<file path="config.mk">
export PLATFORM = sky130hd
export DESIGN_NAME = rf_write_arbiter
export DESIGN_NICKNAME = d
export VERILOG_FILES = /design/src/rtl/rf_write_arbiter.sv
export SDC_FILE = /design/constraint.sdc
export NUM_CORES = 1
export LEC_CHECK = 0
export BUFFER_PORTS_ARGS = -buffer_cell sky130_fd_sc_hd__buf_2
export CAP_MARGIN = 20
export CELL_PAD_IN_SITES_DETAIL_PLACEMENT = 2
export CELL_PAD_IN_SITES_GLOBAL_PLACEMENT = 2
export CORE_UTILIZATION = 30
export CTS_CLUSTER_DIAMETER = 40
export DETAILED_ROUTE_END_ITERATION = 10
export PLACE_DENSITY = 0.91
export SLEW_MARGIN = 20
export SYNTH_ARGS = -nofsm -noshare
export SYNTH_HDL_FRONTEND = slang
export SYNTH_SLANG_ARGS = --single-unit
</file>
<file path="constraint.sdc">
create_clock -name clk -period 2.2 [get_ports clk]
set_input_delay 0.22 -clock clk [delete_from_list [all_inputs] [get_ports clk]]
set_output_delay 0.22 -clock clk [all_outputs]
set_load 0.02 [all_outputs]
</file>
<file path="src/rtl/rf_write_arbiter.sv">
// rf_write_arbiter
// Two-port write arbiter in front of a single register-file write port.
// Port 0 (ALU writeback) and port 1 (load writeback) request writes. A
// round-robin grant picks between them when both ask at once. A granted
// write is held on write_en/write_addr/write_data until the register file
// returns reg_ack. The granted port then gets a one-cycle ack. A write to
// register 0 is discarded, because r0 is hardwired zero. It still acks,
// but the register file never sees it.
//
// Ports
//   clk, reset          clock, asynchronous active-high reset
//   req0/addr0/data0    write request from port 0
//   ack0                one-cycle completion pulse to port 0
//   req1/addr1/data1    write request from port 1
//   ack1                one-cycle completion pulse to port 1
//   write_en            register-file write strobe
//   write_addr          register-file write address
//   write_data          register-file write data
//   reg_ack             register file has committed the write
//   busy                high whenever the arbiter is not idle
//   write_count         number of committed register-file writes (wraps)
module rf_write_arbiter #(
  parameter int NUM_REGS = 16,
  parameter int DATA_W   = 16
) (
  input  logic                        clk,
  input  logic                        reset,
  input  logic                        req0,
  input  logic [$clog2(NUM_REGS)-1:0] addr0,
  input  logic [DATA_W-1:0]           data0,
  output logic                        ack0,
  input  logic                        req1,
  input  logic [$clog2(NUM_REGS)-1:0] addr1,
  input  logic [DATA_W-1:0]           data1,
  output logic                        ack1,
  output logic                        write_en,
  output logic [$clog2(NUM_REGS)-1:0] write_addr,
  output logic [DATA_W-1:0]           write_data,
  input  logic                        reg_ack,
  output logic                        busy,
  output logic [15:0]                 write_count
);

  localparam int ADDR_W = $clog2(NUM_REGS);

  typedef enum logic [1:0] {
    IDLE  = 2'd0,
    WRITE = 2'd1,
    DONE  = 2'd2
  } state_t;

  state_t state;
  state_t next_state;

  logic              last_grant;
  logic              held_port;
  logic              mask_valid;
  logic              eff_req0;
  logic              eff_req1;
  logic              grant_valid;
  logic              grant_sel;
  logic              commit;
  logic [ADDR_W-1:0] sel_addr;
  logic [DATA_W-1:0] sel_data;

  // State register.
  always_ff @(posedge clk or posedge reset) begin
    if (reset) begin
      state <= IDLE;
    end else begin
      state <= next_state;
    end
  end

  // Next-state and grant logic.
  // For the single IDLE cycle after DONE, the port that was just acked is
  // masked. Its requester may still be dropping req, and a stale req must
  // not be granted a second time.
  always_comb begin
    next_state  = state;
    grant_valid = 1'b0;
    grant_sel   = 1'b0;
    commit      = 1'b0;
    ack0        = 1'b0;
    ack1        = 1'b0;
    eff_req0    = req0 && !(mask_valid && !held_port);
    eff_req1    = req1 && !(mask_valid && held_port);

    case (state)
      IDLE: begin
        if (eff_req0 && eff_req1) begin
          grant_valid = 1'b1;
          grant_sel   = ~last_grant;
        end else if (eff_req0) begin
          grant_valid = 1'b1;
          grant_sel   = 1'b0;
        end else if (eff_req1) begin
          grant_valid = 1'b1;
          grant_sel   = 1'b1;
        end
      end
      WRITE: begin
        if (reg_ack) begin
          commit     = 1'b1;
          next_state = DONE;
        end
      end
      DONE: begin
        ack0       = ~held_port;
        ack1       = held_port;
        next_state = IDLE;
      end
      default: next_state = IDLE;
    endcase

    sel_addr = grant_sel ? addr1 : addr0;
    sel_data = grant_sel ? data1 : data0;

    if (grant_valid) begin
      next_state = (sel_addr != '0) ? WRITE : DONE;
    end
  end

  // Datapath and bookkeeping registers.
  // Nothing touches write_addr/write_data on a grant to r0, so the last real
  // write stays on the bus while write_en is low.
  always_ff @(posedge clk or posedge reset) begin
    if (reset) begin
      last_grant  <= 1'b1;
      held_port   <= 1'b0;
      mask_valid  <= 1'b0;
      write_en    <= 1'b0;
      write_addr  <= '0;
      write_data  <= '0;
      write_count <= '0;
    end else begin
      mask_valid <= (state == DONE);
      if (grant_valid) begin
        last_grant <= grant_sel;
        held_port  <= grant_sel;
        if (sel_addr != '0) begin
          write_en   <= 1'b1;
          write_addr <= sel_addr;
          write_data <= sel_data;
        end
      end
      if (commit) begin
        write_en    <= 1'b0;
        write_count <= write_count + 16'd1;
      end
    end
  end

  assign busy = (state != IDLE);

endmodule

</file>
-- Word-level counts from Yosys, hierarchy flattened
Index checks and enable logic that the tools add are counted.
W data, S select, Z words.
- flip-flop bits (word level): 42
- word-level logic and storage cells: 51
- input bits: 45
- reduce and logical (&&, ||, !) cells: 16
- add/subtract/negate cells: 1
- bitwise gates (word level): 2
- multiplexer cells: 20
- equality and inequality tests: 4
- operator list (operator ; count):
    $add A16 B1 Y16 const B ; 1
    $mux W16 ; 1
    $mux W1 ; 14
    $mux W2 ; 3
    $reduce_and A2 Y1 ; 3
    $reduce_bool A2 Y1 ; 3
    $logic_and A1 B1 Y1 ; 5
    $mux W4 ; 1
    $pmux W2 S2 ; 1
    $reduce_bool A4 Y1 ; 1
    $logic_not A1 Y1 ; 3
    $ne A3 B3 Y1 const B ; 1
    $eq A2 B1 Y1 const B ; 1
    $eq A2 B2 Y1 const B ; 1
    $logic_not A2 Y1 ; 1
    $ne A2 B2 Y1 const B ; 1
    $not A1 Y1 ; 2

-- Longest topological paths before layout
- depth in word-level cells: 12
- mapped depth: 6
- mapped depth without buffers: 5

-- Worst setup path before layout
No wires, ideal clock.
- path type: register to register
- start: register last_grant
- end: register write_addr[3]
- cell stages (with the launch flop): 6
- arrival time: 1.664 ns
- path slack: 0.411 ns
- library setup time: 0.125 ns
- path through: dfstp_2 nand2_1 o2111ai_4 buf_2 mux2_2 mux2_4
- word-level cells in the longest chain between the ends: 6
- RTL lines (element ; line ; text):
    start: declaration ; 55 ; logic last_grant;
    start signal: assignment ; 139 ; last_grant <= grant_sel;
    $not A1 Y1 (*) ; 93 ; grant_sel = ~last_grant;
    $mux W1 (*) ; 91 ; if (eff_req0 && eff_req1) begin
    $mux W1 (*) ; 89 ; case (state)
    $mux W4 (*) ; 116 ; sel_addr = grant_sel ? addr1 : addr0;
    $reduce_bool A4 Y1 ; 141 ; if (sel_addr != '0) begin
    $reduce_and A2 Y1 (no line) ; -- ;
    end signal: assignment ; 143 ; write_addr <= sel_addr;
    end: declaration ; 37 ; output logic [$clog2(NUM_REGS)-1:0] write_addr,
Every way passes the cells marked *; elsewhere a longest branch is shown, timed or not.
A chain may end at the register's enable or synchronous reset.

-- Final worst setup path
- start: register last_grant
- end: register write_data[7]
- word-level cells in the longest chain between the ends: 6
- elaborated cells on any way between the ends: 7
- those cells by class: 4 x mux; 1 x bitwise; 2 x reduce/logical
- RTL lines (element ; line ; text):
    $not A1 Y1 (*) ; 93 ;
    $mux W1 (*) ; 91 ;
    $mux W1 (*) ; 89 ;
    $mux W4 ; 116 ;
    $reduce_bool A4 Y1 ; 141 ;
    $reduce_and A2 Y1 (no line) ; -- ;
    end signal: assignment ; 144 ; write_data <= sel_data;
    end: declaration ; 38 ; output logic [DATA_W-1:0] write_data,
Marked as above.

==> impl_metrics.ini <==
[die]
dieArea_um2 = 7110
core-area_um2 = 6460
rows = 29
die_w_um = 84.3
die_h_um = 84.3
io_pins = 85
initial_utilization_pct = 31.5

[sta]
slew_headroom_pct = 61.0
hold_violations = 0
max_freq_mhz = 508
slew_viol_final = 0
finClkSkew_ps = 12.3
setup_viol = 0
rsz0062_at_grt = false
min_period_over_period_pct = 89.5
period_needed_ps = 1970
holdWs_ps = 185
tightest_slew_ps = 585
setup_tns_ps = 0

[pwr]
p_per_area_nw_per_um2 = 1310
peakVddDrop_v = 0.000549
static-leakage-power_nw = 1.39
p_total_mw = 3.51

[yosys]
synth_area_leaders = dfrtp_1 (50%), mux2_4 (11%), mux2_2 (11%), xnor2_1 (5.6%), nand2_1 (2.6%)
yosys_warnings = 0
synth_async_sr_flop_share_pct = 100
synthMostInstantiatedCell = dfrtp_1
synth_common_cells = dfrtp_1 (41), mux2_2 (19), mux2_4 (15)
syn_area_um2 = 2030
synthFlopType = dfrtp_1
synth.distinct_cells = 33
synth-seq-area-share_pct = 51.8
yosysTopAreaCell = dfrtp_1
syn_area_per_cell_um2 = 13.2
synth_nets = 200
netlist.area_leader.share_pct = 50.5
synthCells = 154
ys_ff_latch = 42
synth_edf_count = 0

[setup_path]
path_class = register to register
cp.arrival_ps = 2140
ff2ff_setup_slack_ps = 230
critPathBufInv = 1
cp_max_fo = 22
critPathLaunchType = register
end_kind = register
critical_path.top_delay_family = multiplexers
critical_path.max_stage_delay_ps = 530
crit_path_top_delay_cell = dfstp_2
timing.critical_path.cells = nand2_1 > o2111ai_4 > mux2i_1 > nand2b_2 > buf_4 > mux2_4
crit_required_ps = 2370

[run_status]
status = complete, but fails checks
violations = DRC

[global_route]
overflow = 0
grt_max_degree = 28
grt_pass1_wl_um = 8420
antenna_found_initial = 0
grt_util_all_layers_pct = 15.1
grt_pass1_vias = 1752

[routing]
first_pass_iters = 7
drc = 8
wl_per_cell_um = 15.6
drt-total-wl_um = 5070
antenna_left = 0
vias = 1545
first_iter_violations = 23
viasPerCell = 4.75

[place]
gp_congestion = 0.719
port_buffers = 84
dp.cells = 316
dpl.hpwl_um = 4090

[finish]
syn_to_final_growth_pct = 31.8
drive_gt1_share_pct = 55.6
finalNonFillerCells = 325
num-nets-final = 293
diodes = 0

[min_path]
hold_path_class = input port to register

[clocking]
cts_max_level = 2
cts_sinks = 42
clockBufferDepth = 2
cts_root_buf = clkbuf_8
cts-resized-gates = 0
path_clk_slew_ps = 90
tritoncts = done
cts_buffers = 5
clk-insertion-delay-late_ps = 290

[run]
cap_violations = 0
## registers in the layout (all words and copies together) (netlist names)
name,flops
last_grant,1
mask_valid,1
write_count,16
write_en,1
write_addr,4
held_port,1
state,2
write_data,16
## area by class of cell
| type | instances | area [um2] |
|---|---|---|
| multi-input combinational | 103 | 930 |
| timing repair buffer | 91 | 475 |
| clock inverter | 2 | 37.5 |
| clock buffer | 6 | 72.6 |
| inverter | 4 | 15.0 |
| sequential | 42 | 1050 |
| tap | 77 | 96.3 |
| fill | 692 | 3780 |
## worst register-to-register path, stage by stage, from the launching register on
cell       delay, ps
dfstp_2          530
nand2_1           90
o2111ai_4        250
mux2i_1          320
nand2b_2          80
buf_4            240
mux2_4           340
## routing by layer
| metal | wire length, um | GRT usage (%) | vias to the layer above |
|---|---|---|---|
| met4 | 23 | 2.82 | 0 |
| met3 | 249 | 3.44 | 5 |
| met5 | 0 | 0 | - |
| li1 | - | - | 720 |
| met1 | 2000 | 16.6 | 777 |
| met2 | 2800 | 29.4 | 43 |
## power breakdown
part           total (mW)  leakage, nW  internal, mW  switching (mW)
Clock               0.604       0.0514         0.339           0.265
Sequential           1.29        0.525          1.07           0.221
Combinational        1.62        0.809         0.779           0.836
## logic make-up after synthesis
family                     after synthesis  share of synthesized area [%]
buffers and inverters                    9                           2.52
muxes                                   38                           23.6
adders and majority gates                1                          0.615
DFF                                     42                           51.8
xor gates and xnor gates                15                           6.46
and+or+nand+nor                         40                           10.6
AOI/OAI and AO/OA                        9                           4.43
## stage by stage
stage / util [%] / setup slack, ps / area, um2
2_1_floorplan: - / 411 / 2030
3_3_place_gp: 39.6 / 336 / 2560
3_5_place_dp: 39.6 / 236 / 2560
4_1_cts: 41.5 / 206 / 2680
5_1_grt: 41.5 / 142 / 2680
6_report: 41.5 / 231 / 2680
## repair_timing
item / CTS / global route
buffers inserted: 0 / 0
hold endpoints to repair: 13 / 0
setup endpoints to repair: 0 / 0
hold buffers: 1 / 0
## placed cells by master, fill, tap and decap left out, types with 4 or more instances in the layout
| master | Yosys | layout |
|---|---|---|
| mux2_2 | 19 | 19 |
| xnor2_1 | 13 | 13 |
| mux2i_1 | 4 | 4 |
| dfrtp_1 | 41 | 41 |
| nand3_1 | 6 | 6 |
| nand2_1 | 14 | 14 |
| buf_2 | 2 | 84 |
| clkbuf_8 | 0 | 5 |
| mux2_4 | 15 | 15 |
| buf_4 | 0 | 6 |
| and3_1 | 4 | 4 |
## worst paths after layout
path                                             start                     endpoint  cells past startpoint
min                                            reg_ack         state[0]$_DFFE_PP0P_                      2
min in group asynchronous                        reset   write_count[7]$_DFFE_PP0P_                      3
min reg2reg                write_count[15]$_DFFE_PP0P_  write_count[15]$_DFFE_PP0P_                      1
max                             last_grant$_DFFE_PP1P_    write_data[7]$_DFFE_PP0P_                      6
max reg2reg                     last_grant$_DFFE_PP1P_    write_data[7]$_DFFE_PP0P_                      6
max in group asynchronous                        reset       last_grant$_DFFE_PP1P_                      4
(Power assumes the default switching activity.)
